<file path="config.mk">
export PLATFORM = sky130hd
export DESIGN_NAME = spi_slave_rx_tx
export DESIGN_NICKNAME = d
export VERILOG_FILES = /design/src/rtl/spi_pkg.sv /design/src/rtl/spi_slave_rx_tx_sync.sv /design/src/rtl/spi_slave_rx_tx.sv
export SDC_FILE = /design/constraint.sdc
export NUM_CORES = 1
export LEC_CHECK = 0
export CORE_MARGIN = 1.5
export CORE_UTILIZATION = 45
export DETAILED_ROUTE_END_ITERATION = 7
export PLACE_DENSITY = 0.68
export SETUP_SLACK_MARGIN = 0.1
export SLEW_MARGIN = 20
export SYNTH_ARGS = -nofsm -noshare
export SYNTH_HDL_FRONTEND = slang
export SYNTH_HIERARCHICAL = 1
export SYNTH_SLANG_ARGS = --single-unit
</file>
<file path="constraint.sdc">
create_clock -name clk -period 4.19 [get_ports clk]
set_input_delay 0.6285 -clock clk [delete_from_list [all_inputs] [get_ports clk]]
set_output_delay 0.6285 -clock clk [all_outputs]
set_load 0.03 [all_outputs]
</file>
<file path="src/rtl/spi_pkg.sv">
// Definitions shared by the SPI master and slave: frame width, CS idle level, FSM states.
package spi_pkg;

    localparam int   SPI_WIDTH = 8;
    localparam logic CS_IDLE   = 1'b1;

    typedef enum logic [1:0] {
        IDLE  = 2'd0,
        SHIFT = 2'd1,
        DONE  = 2'd2
    } spi_state_t;

endpackage

</file>
<file path="src/rtl/spi_slave_rx_tx_sync.sv">
// N-stage flip-flop synchronizer with a configurable reset value.
module spi_sync #(
    parameter int   STAGES  = 2,
    parameter logic RST_VAL = 1'b0
) (
    input  logic clk,
    input  logic rst,
    input  logic d,
    output logic q
);

    logic [STAGES-1:0] sync_q;
    logic [STAGES-1:0] sync_d;

    always_comb begin
        sync_d = {sync_q[STAGES-2:0], d};
    end

    always_ff @(posedge clk or posedge rst) begin
        if (rst) begin
            sync_q <= {STAGES{RST_VAL}};
        end else begin
            sync_q <= sync_d;
        end
    end

    assign q = sync_q[STAGES-1];

endmodule

</file>
<file path="src/rtl/spi_slave_rx_tx.sv">
// Oversampling SPI slave: LSB-first frames both ways, single-entry reply buffer.
// Data is sampled on SCLK falls; a rise in DONE starts a back-to-back frame.
module spi_slave_rx_tx
    import spi_pkg::*;
#(
    parameter int WIDTH       = SPI_WIDTH,
    parameter int SYNC_STAGES = 2
) (
    input  logic             clk,
    input  logic             reset,
    input  logic             SCLK,
    input  logic             CS,
    input  logic             MOSI,
    output logic             MISO,
    output logic             MISO_oe,
    input  logic [WIDTH-1:0] tx_data,
    input  logic             tx_load,
    output logic             tx_empty,
    output logic [WIDTH-1:0] rx_data,
    output logic             rx_valid,
    output logic             busy,
    output logic             underrun
);

    localparam int CW = $clog2(WIDTH + 1);

    logic sclk_s, cs_s, mosi_s;

    spi_sync #(.STAGES(SYNC_STAGES), .RST_VAL(1'b0))    u_sync_sclk (.clk(clk), .rst(reset), .d(SCLK), .q(sclk_s));
    spi_sync #(.STAGES(SYNC_STAGES), .RST_VAL(CS_IDLE)) u_sync_cs   (.clk(clk), .rst(reset), .d(CS),   .q(cs_s));
    spi_sync #(.STAGES(SYNC_STAGES), .RST_VAL(1'b0))    u_sync_mosi (.clk(clk), .rst(reset), .d(MOSI), .q(mosi_s));

    spi_state_t       state_q, state_d;
    logic             sclk_prev_q, sclk_prev_d;
    logic             cs_prev_q, cs_prev_d;
    logic [WIDTH-1:0] tx_buf_q, tx_buf_d;
    logic             tx_empty_q, tx_empty_d;
    logic [WIDTH-1:0] tx_shift_q, tx_shift_d;
    logic [WIDTH-1:0] rx_shift_q, rx_shift_d;
    logic [CW-1:0]    bit_cnt_q, bit_cnt_d;
    logic [WIDTH-1:0] rx_data_q, rx_data_d;
    logic             rx_valid_q, rx_valid_d;
    logic             underrun_q, underrun_d;
    logic             miso_q, miso_d;
    logic             miso_oe_q, miso_oe_d;
    logic             busy_q, busy_d;

    logic sclk_fall, sclk_rise, cs_fall, cs_rise, frame_start;

    assign sclk_fall = sclk_prev_q & ~sclk_s;
    assign sclk_rise = ~sclk_prev_q & sclk_s;
    assign cs_fall   = cs_prev_q & ~cs_s;
    assign cs_rise   = ~cs_prev_q & cs_s;

    always_comb begin
        state_d     = state_q;
        sclk_prev_d = sclk_s;
        cs_prev_d   = cs_s;
        tx_buf_d    = tx_buf_q;
        tx_empty_d  = tx_empty_q;
        tx_shift_d  = tx_shift_q;
        rx_shift_d  = rx_shift_q;
        bit_cnt_d   = bit_cnt_q;
        rx_data_d   = rx_data_q;
        rx_valid_d  = 1'b0;
        underrun_d  = underrun_q;
        frame_start = 1'b0;

        case (state_q)
            IDLE: begin
                if (cs_fall) begin
                    frame_start = 1'b1;
                    state_d     = SHIFT;
                end
            end
            SHIFT: begin
                // A CS rise wins over frame completion so an aborted frame never reports
                if (cs_rise) begin
                    state_d = IDLE;
                end else if (bit_cnt_q == CW'(WIDTH)) begin
                    rx_data_d  = rx_shift_q;
                    rx_valid_d = 1'b1;
                    state_d    = DONE;
                end else if (sclk_fall) begin
                    rx_shift_d = {mosi_s, rx_shift_q[WIDTH-1:1]};
                    tx_shift_d = {1'b0, tx_shift_q[WIDTH-1:1]};
                    bit_cnt_d  = bit_cnt_q + CW'(1);
                end
            end
            DONE: begin
                if (cs_rise) begin
                    state_d = IDLE;
                end else if (sclk_rise && !cs_s) begin
                    frame_start = 1'b1;
                    state_d     = SHIFT;
                end
            end
            default: state_d = IDLE;
        endcase

        if (frame_start) begin
            tx_shift_d = tx_empty_q ? '0 : tx_buf_q;
            underrun_d = underrun_q | tx_empty_q;
            tx_empty_d = 1'b1;
            bit_cnt_d  = '0;
            rx_shift_d = '0;
        end

        // A load in the same cycle as the frame-start copy stays buffered for the next frame
        if (tx_load) begin
            tx_buf_d   = tx_data;
            tx_empty_d = 1'b0;
        end

        busy_d    = (state_q == SHIFT);
        miso_oe_d = (state_q != IDLE);
        miso_d    = (state_q == SHIFT) ? tx_shift_q[0] : 1'b0;
    end

    always_ff @(posedge clk or posedge reset) begin
        if (reset) begin
            state_q     <= IDLE;
            sclk_prev_q <= 1'b0;
            cs_prev_q   <= CS_IDLE;
            tx_buf_q    <= '0;
            tx_empty_q  <= 1'b1;
            tx_shift_q  <= '0;
            rx_shift_q  <= '0;
            bit_cnt_q   <= '0;
            rx_data_q   <= '0;
            rx_valid_q  <= 1'b0;
            underrun_q  <= 1'b0;
            miso_q      <= 1'b0;
            miso_oe_q   <= 1'b0;
            busy_q      <= 1'b0;
        end else begin
            state_q     <= state_d;
            sclk_prev_q <= sclk_prev_d;
            cs_prev_q   <= cs_prev_d;
            tx_buf_q    <= tx_buf_d;
            tx_empty_q  <= tx_empty_d;
            tx_shift_q  <= tx_shift_d;
            rx_shift_q  <= rx_shift_d;
            bit_cnt_q   <= bit_cnt_d;
            rx_data_q   <= rx_data_d;
            rx_valid_q  <= rx_valid_d;
            underrun_q  <= underrun_d;
            miso_q      <= miso_d;
            miso_oe_q   <= miso_oe_d;
            busy_q      <= busy_d;
        end
    end

    assign MISO     = miso_q;
    assign MISO_oe  = miso_oe_q;
    assign tx_empty = tx_empty_q;
    assign rx_data  = rx_data_q;
    assign rx_valid = rx_valid_q;
    assign busy     = busy_q;
    assign underrun = underrun_q;

endmodule

</file>
# Word-level counts from Yosys, hierarchy flattened
# Index checks and enable logic that the tools add are counted.
dict set report word_totals {
  register_bits 52
  inputBits 14
  output_inout_bits 14
  elab_cells 78
}
dict set report classes {
  addsub 1
  n_eq_ne 8
  mux 32
  bitwise 10
  n_reduce_logical 10
}
# op count
set ops {}
lappend ops {{8-bit 2-to-1 mux} 11}
lappend ops {{4-bit 2-to-1 mux} 5}
lappend ops {{2-bit 2-to-1 mux} 5}
lappend ops {{1-bit 2-to-1 mux} 9}
lappend ops {{2-bit nonzero test} 4}
lappend ops {{2-bit case mux with 3 select lines} 1}
lappend ops {{3-bit AND reduction} 2}
lappend ops {{1-bit inverter} 5}
lappend ops {{4-bit by 1-bit adder with 4-bit output (second input constant)} 1}
lappend ops {{1-bit bitwise AND} 4}
lappend ops {{4-bit == test (second input constant)} 1}
lappend ops {{2-bit != test (second input constant)} 2}
lappend ops {{4-bit AND reduction} 1}
lappend ops {{3-bit by 1-bit != test with 1-bit output (second input constant)} 1}
lappend ops {{3-bit != test (second input constant)} 1}
lappend ops {{2-bit by 1-bit == test with 1-bit output (second input constant)} 1}
lappend ops {{2-bit == test (second input constant)} 1}
lappend ops {{2-bit logical NOT} 1}
lappend ops {{2-bit by 1-bit != test with 1-bit output (second input constant)} 1}
lappend ops {{1-bit case mux with 2 select lines} 1}
lappend ops {{1-bit logical AND} 1}
lappend ops {{1-bit logical NOT} 1}
lappend ops {{1-bit OR} 1}

# Longest topological paths before layout
dict set report depth {
  depth_word 8
  ltp_mapped 8
  depth_no_buf 6
}

# Hierarchy
# Netlist, hierarchy kept.
# mod n_inst cells_each area_per_inst_um2 seq_area_each_um2
set modules_own_cells {}
lappend modules_own_cells {spi_slave_rx_tx 1 137 1875.5 1153.6}
lappend modules_own_cells {{spi_sync (u_sync_mosi ...)} 2 3 53.8 50.0}
lappend modules_own_cells {{spi_sync (u_sync_cs)} 1 3 56.3 52.6}

# Worst setup path after synthesis
# OpenSTA, ideal clock, no wires.
dict set report synth_timing {
  kind {register -> register}
  start {register u_sync_cs.sync_q[1]}
  end {register bit_cnt_q[0]}
  setup_time_ns 0.125
  t_arrival_ns 1.491
  t_required_ns 4.065
  slack_ns 2.574
  path_stages_with_launch 6
  n_path_buf 2
  period_less_slack_ns 1.616
  cell_sequence {dfstp_2 or2b_1 and3_1 buf_6 buf_6 mux2_2}
}
dict set report synth_between {
  elab_chain_cells 7
  elab_cells_between_ends 15
  cone_classes {2 x eq/ne; 5 x mux; 3 x bitwise; 5 x reduce/logical}
}
# item line_no
set synth_lines {}
lappend synth_lines {{from (decl)} spi_slave_rx_tx_sync.sv:12} ;# logic [STAGES-1:0] sync_q;
lappend synth_lines {{from (signal assigned)} spi_slave_rx_tx_sync.sv:21} ;# sync_q <= {STAGES{RST_VAL}};
lappend synth_lines {{from (signal assigned)} spi_slave_rx_tx_sync.sv:23} ;# sync_q <= sync_d;
lappend synth_lines {{1-bit logical NOT} spi_slave_rx_tx.sv:93} ;# end else if (sclk_rise && !cs_s) begin
lappend synth_lines {{1-bit logical AND} spi_slave_rx_tx.sv:93}
lappend synth_lines {{1-bit 2-to-1 mux} spi_slave_rx_tx.sv:93}
lappend synth_lines {{1-bit 2-to-1 mux} spi_slave_rx_tx.sv:91} ;# if (cs_rise) begin
lappend synth_lines {{1-bit case mux with 2 select lines} spi_slave_rx_tx.sv:69} ;# case (state_q)
lappend synth_lines {{2-bit != test (no line), or another cell as far along} -}
lappend synth_lines {{4-bit AND reduction (no line)} -}
lappend synth_lines {{to (signal assigned)} spi_slave_rx_tx.sv:144} ;# bit_cnt_q <= bit_cnt_d;
lappend synth_lines {{to (decl)} spi_slave_rx_tx.sv:40} ;# logic [CW-1:0] bit_cnt_q, bit_cnt_d;
# Parallel ways exist; a longest one is shown, timed or not.
# A chain may end at the register's enable or synchronous reset.

# Worst setup path after layout
dict set report layout_timing {
  start {register tx_empty_q, in the netlist tx_empty}
  end {output port tx_empty}
}
# item line_no
set layout_rtl {}
lappend layout_rtl {{from (decl)} spi_slave_rx_tx.sv:37} ;# logic tx_empty_q, tx_empty_d;
lappend layout_rtl {{from (signal assigned)} spi_slave_rx_tx.sv:141} ;# tx_empty_q <= tx_empty_d;
lappend layout_rtl {{to (decl)} spi_slave_rx_tx.sv:18} ;# output logic tx_empty,
# No word-level cell between the ends.

==> results_dict.tcl <==
set metrics [dict create \
    clk_latency_ns 0.30 \
    final_cell_mix "dfrtp_1, clkdlybuf4s50_1, mux2_2" \
    timing.final.max_slew_violations 0 \
    synth_top_area_cell "dfrtp_1" \
    finalSetupTns_ns 0 \
    yosysTopAreaCellShare_pct 58.9 \
    vias_per_cell 5.19 \
    setup-violations-final 0 \
    fp.dieArea_sq_um 4940 \
    ys_top_cells_by_area "dfrtp_1, mux2_2, dfstp_2, mux2i_1, a221o_1" \
    start_kind "flip-flop" \
    fin_ws_ns 2.04 \
    antenna_found_initial 0 \
    path_clk_slew_ns 0.09 \
    die_w_um 70.3 \
    max-cap-violations 0 \
    area_growth_pct 20.6 \
    relSlewSlack_pct 43.4 \
    min_period_over_period_pct 51.4 \
    avgSynthCellArea_sq_um 14.0 \
    post_cts_resized 0 \
    power_density_nw_per_um2 447 \
    dieHeight_um 70.3 \
    syn_inst 146 \
    vias 1189 \
    worst_pin_slew_ns 0.849 \
    period_needed_ns 2.15 \
    critPathBufInv 1 \
    crit_fanout 4 \
    firstDrtPassIters 5 \
    cts_setup_buffers 0 \
    cp-end-kind "output port" \
    min_path_type "reg -> reg" \
    initial_core_util_pct 46.8 \
    routabilityCongestion 0.820 \
    drc_errors 0 \
    core_sq_um 4350 \
    fmax_ghz 0.464 \
    grt_pass1_wl_um 5820 \
    drtAntennaViolNets 0 \
    hold_viol 0 \
    fin_nets 192 \
    clock-sinks 52 \
    irDropWorstVdd_v 0.000183 \
    grt_use_total_pct 14.9 \
    fillers 351 \
    drtIter0Drc 91 \
    rows 24 \
    wl_um 3180 \
    path_cells "clkdlybuf4s50_1" \
    worstPathArrival_ns 1.52 \
    status "finished, final reports clean" \
    port_buffers 27 \
    numCtsBuffers 5 \
    p_total_mw 1.10 \
    htree_levels 2 \
    drive_above_1_share_pct 18.6 \
    gr-total-overflow 0 \
    hold_ws_ns 0.360 \
    netlist-cell-type-count 31 \
    crit_type "reg -> out" \
    cts_tree "yes" \
    required_ns 3.56 \
    place_hpwl_um 2220 \
    ff2ff_setup_slack_ns 2.05 \
    slowest_delay_ns 0.67 \
    pre_cts_slack_ns 2.03 \
    cts_buffer_depth 2 \
    cellLeakagePower_nw 1.12 \
    final_common_cell "dfrtp_1" \
    num_antenna_cells 0 \
    grt_setup_unrepaired "no" \
    wl_per_cell_um 13.9 \
    yosysSeqAreaShare_pct 64.0 \
    ys_ff_latch 52 \
    grt_max_degree 30 \
    syn_nets 162 \
    cpLargestDelayFamily "buffers and inverters" \
    cts_root_buf "clkbuf_8" \
    cp_slowest_cell "clkdlybuf4s50_1" \
    hold_buffers 0 \
    io_pins 28 \
    fin_skew_ns 0.00323 \
    synth_warnings 6 \
    synth_area_sq_um 2040 \
    grt_pass1_vias 1281 \
]
final timing paths:
kind | start | to | cells past startpoint
hold reg to reg | u_sync_sclk/sync_q[0] | u_sync_sclk/sync_q[1] | 0
setup reg to reg | bit_cnt_q[0] | tx_shift_q[1] | 6
min in group asynchronous | reset | u_sync_sclk/sync_q[0] | 2
hold / removal | u_sync_sclk/sync_q[0] | u_sync_sclk/sync_q[1] | 0
setup / recovery | tx_empty | tx_empty | 1
max in group asynchronous | reset | cs_prev_q | 3
metrics by stage:
| stage | utilization (%) | cell area, sq um | std cells |
|---|---|---|---|
| after floorplan | - | 2040 | 146 |
| after global placement | 53.9 | 2350 | 221 |
| after detailed placement | 53.9 | 2350 | 221 |
| after CTS | 56.5 | 2460 | 229 |
| after global routing | 56.5 | 2460 | 229 |
| final | 56.5 | 2460 | 229 |
routing by layer:
layer	GRT usage [%]	share of wire, %	up-vias	routed length, um
met4	6.41	2.1	0	66
met2	23.2	45	25	1430
li1	-	-	566	-
met3	3.75	4.0	8	126
met1	19.7	49	590	1550
met5	0	0	-	0
area by class of cell:
type | count | area, sq um | share of cell area (%)
clock buffers | 6 | 72.6 | 2.95
clock inverters | 2 | 38.8 | 1.58
inverters | 8 | 30.0 | 1.22
multi-input cells | 81 | 668 | 27.2
flip-flops and latches | 52 | 1310 | 53.1
well taps | 52 | 65.1 | 2.65
repair buffers | 28 | 278 | 11.3
flip-flops by register name, indices dropped and copies added (netlist names), 2 cells and up:
register and count:
u_sync_mosi/sync_q 2, state_q 2, bit_cnt_q 4, rx_data 8, tx_buf_q 8, u_sync_sclk/sync_q 2
tx_shift_q 8, rx_shift_q 8, u_sync_cs/sync_q 2
power breakdown:
group	switching [mW]	internal, mW
clock network	0.160	0.180
registers	0.0365	0.563
logic	0.0751	0.0834
cell families after synthesis:
kind of cell	share of synthesized area, %
xor gates and xnor gates	0.430
and+or+nand+nor	10.3
DFF	64.0
AOI/OAI and AO/OA	6.50
muxes	14.3
buffers and inverters	3.19
adders and majority gates	1.23
synthesized netlist by cell type:
cell	number
a21boi_2	1
a21o_1	1
a221o_1	7
a32o_1	1
a32oi_1	1
and2_1	10
and2b_1	1
and3_1	1
and4bb_1	1
buf_2	1
buf_6	2
clkbuf_1	2
dfrtp_1	48
dfstp_2	4
ha_1	2
inv_1	8
mux2_2	17
mux2i_1	10
nand2_1	2
nand2b_1	2
nand3b_1	2
nand4_1	1
nor2_1	13
nor2_2	1
nor2_4	1
o21bai_1	1
o311ai_0	1
o32ai_1	1
or2_2	1
or2b_1	1
xor2_1	1
(Power assumes the default switching activity.)
